==> config.mk <==
export PLATFORM = sky130hd
export DESIGN_NAME = mem_port_arbiter
export DESIGN_NICKNAME = d
export VERILOG_FILES = /design/src/rtl/mem_port_arbiter_pkg.sv /design/src/rtl/mem_port_arbiter_timeout.sv /design/src/rtl/mem_port_arbiter.sv
export SDC_FILE = /design/constraint.sdc
export NUM_CORES = 1
export LEC_CHECK = 0
export ABC_AREA = 1
export CAP_MARGIN = 20
export CORE_ASPECT_RATIO = 1.2
export CORE_UTILIZATION = 44
export DETAILED_ROUTE_END_ITERATION = 7
export MAX_ROUTING_LAYER = met4
export PLACE_DENSITY = 0.92
export SYNTH_ARGS = -nofsm -noshare
export SYNTH_HDL_FRONTEND = slang
export SYNTH_SLANG_ARGS = --single-unit
export TNS_END_PERCENT = 10
==> constraint.sdc <==
create_clock -name clk -period 1.98 [get_ports clk]
set_input_delay 0.297 -clock clk [delete_from_list [all_inputs] [get_ports clk]]
set_output_delay 0.297 -clock clk [all_outputs]
set_load 0.1 [all_outputs]
==> src/rtl/mem_port_arbiter_pkg.sv <==
// Shared types for the unified memory-bus arbiter: access size encoding,
// FSM state encodings and the latched bus request record.
package mem_port_arbiter_pkg;

  typedef logic [1:0] mem_type_bus;

  localparam mem_type_bus MEM_BYTE = 2'd0;
  localparam mem_type_bus MEM_HALF = 2'd1;
  localparam mem_type_bus MEM_WORD = 2'd2;

  typedef enum logic [2:0] {
    ARB_IDLE   = 3'd0,
    ARB_REQ_D  = 3'd1,
    ARB_WAIT_D = 3'd2,
    ARB_REQ_I  = 3'd3,
    ARB_WAIT_I = 3'd4,
    ARB_DONE   = 3'd5
  } arb_state_e;

  typedef struct packed {
    logic        is_d;
    logic        we;
    logic [31:0] addr;
    logic [31:0] wdata;
    mem_type_bus typ;
    logic        sign;
  } bus_req_t;

endpackage

==> src/rtl/mem_port_arbiter_timeout.sv <==
// Wait-phase watchdog: clearable counter that flags the cycle it reaches TIMEOUT.
module arb_timeout_cnt #(
  parameter int unsigned TW      = 8,
  parameter int unsigned TIMEOUT = 255
) (
  input  logic clk_i,
  input  logic rst_i,
  input  logic clr_i,
  input  logic en_i,
  output logic hit_o
);

  localparam logic [TW-1:0] Last   = TW'(TIMEOUT - 1);
  localparam logic [TW-1:0] MaxCnt = TW'(TIMEOUT);

  logic [TW-1:0] cnt_q, cnt_d;

  // Saturates at TIMEOUT so a very long wait cannot wrap and re-fire.
  always_comb begin
    cnt_d = cnt_q;
    if (clr_i) begin
      cnt_d = '0;
    end else if (en_i && (cnt_q != MaxCnt)) begin
      cnt_d = cnt_q + TW'(1);
    end
  end

  always_ff @(posedge clk_i) begin
    if (rst_i) begin
      cnt_q <= '0;
    end else begin
      cnt_q <= cnt_d;
    end
  end

  assign hit_o = en_i && !clr_i && (cnt_q == Last);

endmodule

==> src/rtl/mem_port_arbiter.sv <==
// Arbitrates the single-port memory bus between fetch and data access, with
// redirect flush of in-flight fetches, pipeline stall and sticky timeout error.
module mem_port_arbiter
  import mem_port_arbiter_pkg::*;
#(
  parameter int unsigned TIMEOUT = 255,
  parameter int unsigned TW      = 8
) (
  input  logic        clk,
  input  logic        rstn,
  input  logic        flush,
  input  logic        if_req,
  input  logic [31:0] if_addr,
  output logic [31:0] if_rdata,
  output logic        if_valid,
  input  logic        d_req,
  input  logic        d_we,
  input  logic [31:0] d_addr,
  input  logic [31:0] d_wdata,
  input  mem_type_bus d_type,
  input  logic        d_sign,
  output logic [31:0] d_rdata,
  output logic        d_valid,
  output logic        bus_req,
  output logic        bus_we,
  output logic [31:0] bus_addr,
  output logic [31:0] bus_wdata,
  output mem_type_bus bus_type,
  output logic        bus_sign,
  input  logic        bus_gnt,
  input  logic        bus_rvalid,
  input  logic [31:0] bus_rdata,
  output logic        stall,
  output logic        err
);

  arb_state_e  state_q, state_d;
  bus_req_t    req_q, req_d;
  bus_req_t    fetch_req, data_req;
  logic        bus_req_q, bus_req_d;
  logic        if_valid_q, if_valid_d;
  logic        d_valid_q, d_valid_d;
  logic [31:0] if_rdata_q, if_rdata_d;
  logic [31:0] d_rdata_q, d_rdata_d;
  logic        discard_q, discard_d;
  logic        err_q;
  logic        cnt_clr, cnt_en, cnt_hit;

  // Fetches are always full-word reads.
  assign fetch_req = '{is_d: 1'b0, we: 1'b0, addr: if_addr, wdata: 32'h0,
                       typ: MEM_WORD, sign: 1'b0};
  assign data_req  = '{is_d: 1'b1, we: d_we, addr: d_addr, wdata: d_wdata,
                       typ: d_type, sign: d_sign};

  always_comb begin
    state_d    = state_q;
    req_d      = req_q;
    if_rdata_d = if_rdata_q;
    d_rdata_d  = d_rdata_q;
    discard_d  = discard_q;
    cnt_clr    = 1'b0;
    cnt_en     = 1'b0;
    if_valid_d = 1'b0;
    d_valid_d  = 1'b0;

    unique case (state_q)
      ARB_IDLE: begin
        if (d_req) begin
          state_d = ARB_REQ_D;
          req_d   = data_req;
        end else if (if_req) begin
          state_d   = ARB_REQ_I;
          req_d     = fetch_req;
          discard_d = 1'b0;
        end
      end
      ARB_REQ_D: begin
        if (bus_gnt) begin
          state_d = ARB_WAIT_D;
          cnt_clr = 1'b1;
        end
      end
      ARB_REQ_I: begin
        // A grant in the flush cycle is already on the bus: let it finish, discarded.
        if (bus_gnt) begin
          state_d   = ARB_WAIT_I;
          cnt_clr   = 1'b1;
          discard_d = flush;
        end else if (flush) begin
          state_d = ARB_IDLE;
        end
      end
      ARB_WAIT_D: begin
        cnt_en = 1'b1;
        if (bus_rvalid) begin
          d_rdata_d = bus_rdata;
          state_d   = ARB_DONE;
        end
      end
      ARB_WAIT_I: begin
        cnt_en = 1'b1;
        if (flush) begin
          discard_d = 1'b1;
        end
        if (bus_rvalid) begin
          if_rdata_d = bus_rdata;
          state_d    = ARB_DONE;
        end
      end
      ARB_DONE: begin
        discard_d = 1'b0;
        if (req_q.is_d && if_req) begin
          state_d = ARB_REQ_I;
          req_d   = fetch_req;
        end else begin
          state_d = ARB_IDLE;
        end
      end
      default: state_d = ARB_IDLE;
    endcase

    bus_req_d = (state_d == ARB_REQ_D) || (state_d == ARB_REQ_I);
    if (state_d == ARB_DONE) begin
      d_valid_d  = req_q.is_d;
      if_valid_d = !req_q.is_d && !discard_d;
    end
  end

  always_ff @(posedge clk) begin
    if (rstn) begin
      state_q    <= ARB_IDLE;
      req_q      <= '0;
      bus_req_q  <= 1'b0;
      if_valid_q <= 1'b0;
      d_valid_q  <= 1'b0;
      if_rdata_q <= 32'h0;
      d_rdata_q  <= 32'h0;
      discard_q  <= 1'b0;
      err_q      <= 1'b0;
    end else begin
      state_q    <= state_d;
      req_q      <= req_d;
      bus_req_q  <= bus_req_d;
      if_valid_q <= if_valid_d;
      d_valid_q  <= d_valid_d;
      if_rdata_q <= if_rdata_d;
      d_rdata_q  <= d_rdata_d;
      discard_q  <= discard_d;
      err_q      <= err_q | cnt_hit;
    end
  end

  arb_timeout_cnt #(
    .TW     (TW),
    .TIMEOUT(TIMEOUT)
  ) u_timeout (
    .clk_i(clk),
    .rst_i(rstn),
    .clr_i(cnt_clr),
    .en_i (cnt_en),
    .hit_o(cnt_hit)
  );

  assign bus_req   = bus_req_q;
  assign bus_we    = req_q.we;
  assign bus_addr  = req_q.addr;
  assign bus_wdata = req_q.wdata;
  assign bus_type  = req_q.typ;
  assign bus_sign  = req_q.sign;
  assign if_valid  = if_valid_q;
  assign d_valid   = d_valid_q;
  assign if_rdata  = if_rdata_q;
  assign d_rdata   = d_rdata_q;
  assign err       = err_q;

  assign stall = (d_req & ~d_valid_q) | (if_req & ~if_valid_q) |
                 ((state_q != ARB_IDLE) & (state_q != ARB_DONE));

endmodule

==> results of run 1 <==
[metrics by stage]
step	hold slack [ps]	instance area [um2]
2_1_floorplan	432	6810
3_3_place_gp	448	8930
3_5_place_dp	452	8930
4_1_cts	347	9550
5_1_grt	382	9560
6_report	364	9560
[layer usage]
metal / vias to the layer above / GRT usage [%] / share of wire, %
met5: - / - / 0
met4: 0 / 9.23 / 1.8
met3: 29 / 6.14 / 8.0
met2: 312 / 42.5 / 51
met1: 3112 / 28.4 / 39
li1: 3364 / - / -
[Yosys cell counts (2+ instances only)]
cell type	count	area (um2)
inv_2	4	15.0
buf_2	22	110
nand3_1	78	390
nand4_1	3	18.8
nor2_1	210	788
a21oi_1	112	561
nand2_2	2	12.5
ha_1	2	25.0
inv_1	22	82.6
nand2_1	153	574
clkbuf_1	33	124
buf_6	4	45.0
nand3b_1	33	248
xor2_1	3	26.3
buf_4	69	518
o21ai_0	35	175
buf_1	2	7.51
dfxtp_1	149	2980
[worst max-delay path: stages (launching register included)]
cell and delay, ps:
dfxtp_1 500, nand3_2 190, nand2_1 150, o221ai_4 120, buf_12 180
[layout make-up]
type                    count  area share [%]
clock buffers              19            4.64
multi-input cells         641            30.8
flip-flops and latches    149            31.2
clock inverters            12            1.87
inverters                  27            1.06
repair buffers            298            27.8
well taps                 204            2.67
[kinds of logic (layout without fill, tap and decap cells)]
kind of cell / count (synthesis) / after routing / share of synthesized area (%)
buffers and inverters: 157 / 356 / 13.3
XOR/XNOR: 3 / 3 / 0.387
flip-flops: 149 / 149 / 43.9
AO/OA/AOI/OAI: 152 / 152 / 11.4
adder cells (fa/ha/maj): 2 / 2 / 0.368
AND/OR/NAND/NOR: 484 / 484 / 30.6
[sequential cells by signal, indices dropped and copies added, names as in the netlist]
register	flops
bus_addr	32
bus_req	1
bus_sign	1
bus_type	2
bus_wdata	32
bus_we	1
d_rdata	32
d_valid	1
discard_q	1
err	1
if_rdata	32
if_valid	1
req_q	1
state_q	3
u_timeout.cnt_q	8
[worst max path at each step]
stage                                            end  cells past startpoint  slack (ps)
final                                          stall                      4         130
after global routing                           stall                      4          20
after CTS                                      stall                      5          40
after detailed placement  bus_wdata[28]$_SDFFE_PP0P_                      6          60
after global placement         bus_sign$_SDFFE_PP0P_                      6         110
after floorplan                                stall                      1         200
[power breakdown]
group | switching [W] | total (W) | leakage [nW] | internal [W]
Clock | 0.00126 | 0.00340 | 0.295 | 0.00214
Combinational | 0.00277 | 0.00374 | 2.63 | 0.000972
Sequential | 0.000158 | 0.00343 | 1.22 | 0.00328
Total | 0.00419 | 0.0106 | 4.15 | 0.00639
[what timing repair did]
item,CTS,global route
resized for setup,0,1
setup endpoints to repair,0,1
hold buffers,0,0
==> flow_metrics.env, run 1 <==
export IMPL_status="finished, final reports clean"
export IMPL_regToRegEndpoint="bus_wdata[21]$_SDFFE_PP0P_"
export IMPL_rows=49
export IMPL_dr_pass1_iters=6
export IMPL_design_core_area_mm2=0.0150
export IMPL_final_max_slew_viol_count=0
export IMPL_worst_slack_ps=129
export IMPL_worstHoldEndpoint="bus_addr[19]$_SDFFE_PP0P_"
export IMPL_final_cells=1350
export IMPL_cp_arrival_ps=1550
export IMPL_wirelength_mm=19.6
export IMPL_via_count=6817
export IMPL_startpoint_type="register"
export IMPL_multi_input_area_mm2=0.00294
export IMPL_grt_pass1_wl_mm=31.0
export IMPL_overflow=0
export IMPL_synth_area_mm2=0.00680
export IMPL_power_density_mw_per_mm2=1110
export IMPL_r2r_cells=8
export IMPL_dr_first_iter_drc_count=546
export IMPL_place_congestion=0.852
export IMPL_crit_fanout=7
export IMPL_grt_pass1_vias=6381
export IMPL_power_w=0.0106
export IMPL_fmax_mhz=540
export IMPL_place_worst_setup_slack_ps=62.0
export IMPL_finalCritPeriodShare_pct=93.5
export IMPL_path_clk_slew_ps=60
export IMPL_setup_worst_path_class="register to output pin"
export IMPL_holdPathStages=4
export IMPL_syn_instance_count=947
export IMPL_cts_buffers=17
export IMPL_die_x_um=115
export IMPL_port_buffers=275
export IMPL_die_area_mm2=0.0159
export IMPL_cts_max_path_buffers=2
export IMPL_antenna_found_initial=0
export IMPL_viasPerCell=5.05
export IMPL_finalSetupViolCount=0
export IMPL_clk_latency_ps=420
export IMPL_fin_skew_ps=12.2
export IMPL_final_antenna_net_count=0
export IMPL_rsz0062_at_grt="no"
export IMPL_wl_per_cell_um=14.5
export IMPL_cp_end_kind="output pin"
export IMPL_postSynth_asyncResetShare_pct=0
export IMPL_cts_tree="done"
export IMPL_grt_use_total_pct=25.2
export IMPL_ioPinCount=276
export IMPL_worst_slew_pin_slew_ps=765
export IMPL_crit_path_start="state_q[0]$_SDFF_PP0_"
export IMPL_ys_ff_latch=149
export IMPL_r2r_setup_slack_ps=320
export IMPL_nNetsFinal=1275
export IMPL_synth_warnings=0
export IMPL_cts_sinks=149
export IMPL_synth_edf_count=0
export IMPL_diodes=0
export IMPL_seqCellArea_mm2=0.00298
export IMPL_n_fill_cell=1262
export IMPL_syn_num_nets=1088
export IMPL_avgSynthCellArea_um2=7.18
export IMPL_drv_cap=0
export IMPL_setup_tns_ps=0
export IMPL_slew_headroom_pct=49.0
export IMPL_ys_types=29
export IMPL_utilization_pct=63.6
export IMPL_fin_crit_ps=1850
export IMPL_irDropWorstVdd_uv=721
export IMPL_final_common_cell="nor2_1"
export IMPL_syn_to_final_growth_pct=40.6
export IMPL_seq_area_frac_synth_pct=43.9
export IMPL_min_from="rstn"
export IMPL_htree_levels=4
export IMPL_dp_cells=1319
export IMPL_cts_setup_buffers=0
export IMPL_route_detailed_drc=0
export IMPL_layout_common_cells="nor2_1 (210), buf_4 (154), nand2_1 (153)"
export IMPL_dp_hpwl_mm=13.4
export IMPL_grt_max_degree=73
export IMPL_worstPathRequired_ps=1680
export IMPL_synth_flop_cell="dfxtp_1"
export IMPL_worstHoldPathType="primary input to register"
export IMPL_r2r_start="state_q[0]$_SDFF_PP0_"
export IMPL_chipHeight_um=138
export IMPL_drive_gt1_share_pct=18.0
export IMPL_cts_root_buf="clkbuf_16"
export IMPL_finalHoldViolCount=0
export IMPL_start_util_pct=45.2
export IMPL_cellLeakagePower_nw=4.15
No activity file was read; power rests on OpenSTA's default activity.
==> run 2: changes to the inputs <==
--- a/config.mk
+++ b/config.mk
@@ -8,10 +8,10 @@
 export ABC_AREA = 1
 export CAP_MARGIN = 20
 export CORE_ASPECT_RATIO = 1.2
-export CORE_UTILIZATION = 44
+export CORE_UTILIZATION = 40
 export DETAILED_ROUTE_END_ITERATION = 7
 export MAX_ROUTING_LAYER = met4
-export PLACE_DENSITY = 0.92
+export PLACE_DENSITY = 0.85
 export SYNTH_ARGS = -nofsm -noshare
 export SYNTH_HDL_FRONTEND = slang
 export SYNTH_SLANG_ARGS = --single-unit
==> flow_metrics.env, run 2 (same netlist as run 1, synthesis figures left out) <==
export IMPL_status="finished, final reports clean"
export IMPL_place_area_mm2=0.00895
export IMPL_clk_latency_ps=420
export IMPL_rows=51
export IMPL_die_area_mm2=0.0175
export IMPL_dr_first_iter_drc_count=351
export IMPL_cts_buffers=17
export IMPL_layout_common_cells="nor2_1 (210), nand2_1 (153), buf_4 (150)"
export IMPL_worst_slew_pin_slew_ps=808
export IMPL_design_core_area_mm2=0.0164
export IMPL_cellLeakagePower_nw=4.12
export IMPL_fin_skew_ps=7.00
export IMPL_start_util_pct=41.4
export IMPL_cp_arrival_ps=1560
export IMPL_via_count=6779
export IMPL_drive_gt1_share_pct=17.7
export IMPL_cts_root_buf="clkbuf_16"
export IMPL_cts_resized=0
export IMPL_power_density_mw_per_mm2=1070
export IMPL_slew_headroom_pct=46.1
export IMPL_final_common_cell="nor2_1"
export IMPL_port_buffers=275
export IMPL_finalSetupViolCount=0
export IMPL_cts_sinks=149
export IMPL_ioPinCount=276
export IMPL_dp_cells=1325
export IMPL_cts_max_path_buffers=2
export IMPL_final_max_slew_viol_count=0
export IMPL_irDropWorstVdd_uv=479
export IMPL_cp_end_kind="output pin"
export IMPL_rsz0062_at_grt="no"
export IMPL_route_detailed_drc=0
export IMPL_fin_crit_ps=1850
export IMPL_overflow=0
export IMPL_min_from="rstn"
export IMPL_finalCritPeriodShare_pct=93.6
export IMPL_worstHoldPathType="primary input to register"
export IMPL_wirelength_mm=19.0
export IMPL_final_cells=1357
export IMPL_fmax_mhz=540
export IMPL_cts_hold_buf=0
export IMPL_worstPathRequired_ps=1680
export IMPL_grt_max_degree=73
export IMPL_dr_pass1_iters=5
export IMPL_htree_levels=4
export IMPL_grt_pass1_wl_mm=30.1
export IMPL_diodes=0
export IMPL_viasPerCell=5.00
export IMPL_grt_use_total_pct=22.1
export IMPL_seqCellArea_mm2=0.00298
export IMPL_fin_area_mm2=0.00950
export IMPL_setup_tns_ps=0
export IMPL_grt_pass1_vias=6487
export IMPL_startpoint_type="register"
export IMPL_place_congestion=0.859
export IMPL_crit_path_start="state_q[0]$_SDFF_PP0_"
export IMPL_chipHeight_um=145
export IMPL_n_fill_cell=1496
export IMPL_final_antenna_net_count=0
export IMPL_multi_input_area_mm2=0.00294
export IMPL_crit_fanout=7
export IMPL_cts_setup_buffers=0
export IMPL_die_x_um=121
export IMPL_drv_cap=0
export IMPL_r2r_start="state_q[0]$_SDFF_PP0_"
export IMPL_nNetsFinal=1273
export IMPL_wl_per_cell_um=14.0
export IMPL_finalHoldViolCount=0
export IMPL_cts_tree="done"
export IMPL_syn_to_final_growth_pct=39.7
export IMPL_path_clk_slew_ps=60
export IMPL_antenna_found_initial=0
export IMPL_dp_hpwl_mm=13.1
export IMPL_setup_worst_path_class="register to output pin"
export IMPL_r2r_setup_slack_ps=380
==> run 2: power breakdown <==
part           internal (W)  total, W  leakage, nW  switching [W]
clock network       0.00172   0.00300        0.267        0.00127
logic              0.000977   0.00373         2.64        0.00275
registers           0.00328   0.00343         1.22       0.000150
==> run 2: critical path, cell delays in order, from the launching register on <==
cell,delay [ps]
dfxtp_1,500
nand3_2,180
nand2_1,160
o221ai_4,120
buf_12,180
==> run 2: stage by stage <==
stage	hold WS [ps]	utilization, %	total power, W	setup WS [ps]
floorplan	432	-	0.00652	199
global placement	448	54.6	0.00719	159
detailed placement	455	54.6	0.00723	155
CTS	309	57.9	0.0102	95.8
global route	336	57.9	0.0106	31.7
finish	321	57.9	0.0102	127
==> run 2: routing by layer <==
| layer | up-vias | part of all wire, % | track usage, % |
|---|---|---|---|
| met1 | 3121 | 41 | 24.5 |
| met3 | 42 | 7.1 | 5.33 |
| li1 | 3363 | - | - |
| met4 | 0 | 2.9 | 10.9 |
| met2 | 253 | 49 | 37.2 |
| met5 | - | 0 | - |
==> run 2: final cells by class <==
| class | instances | area share, % |
|---|---|---|
| flip-flops and latches | 149 | 31.4 |
| well taps | 212 | 2.79 |
| repair buffers | 296 | 28.0 |
| multi-input cells | 641 | 31.0 |
| clock inverters | 13 | 1.16 |
| clock buffers | 19 | 4.56 |
| inverters | 27 | 1.07 |
==> run 2: final timing paths <==
path | to | depth (start not counted)
worst max-delay path | stall | 4
worst min-delay path | bus_addr[24]$_SDFFE_PP0P_ | 4
worst max register to register | if_rdata[13]$_SDFFE_PP0P_ | 6
worst min register to register | if_rdata[30]$_SDFFE_PP0P_ | 2
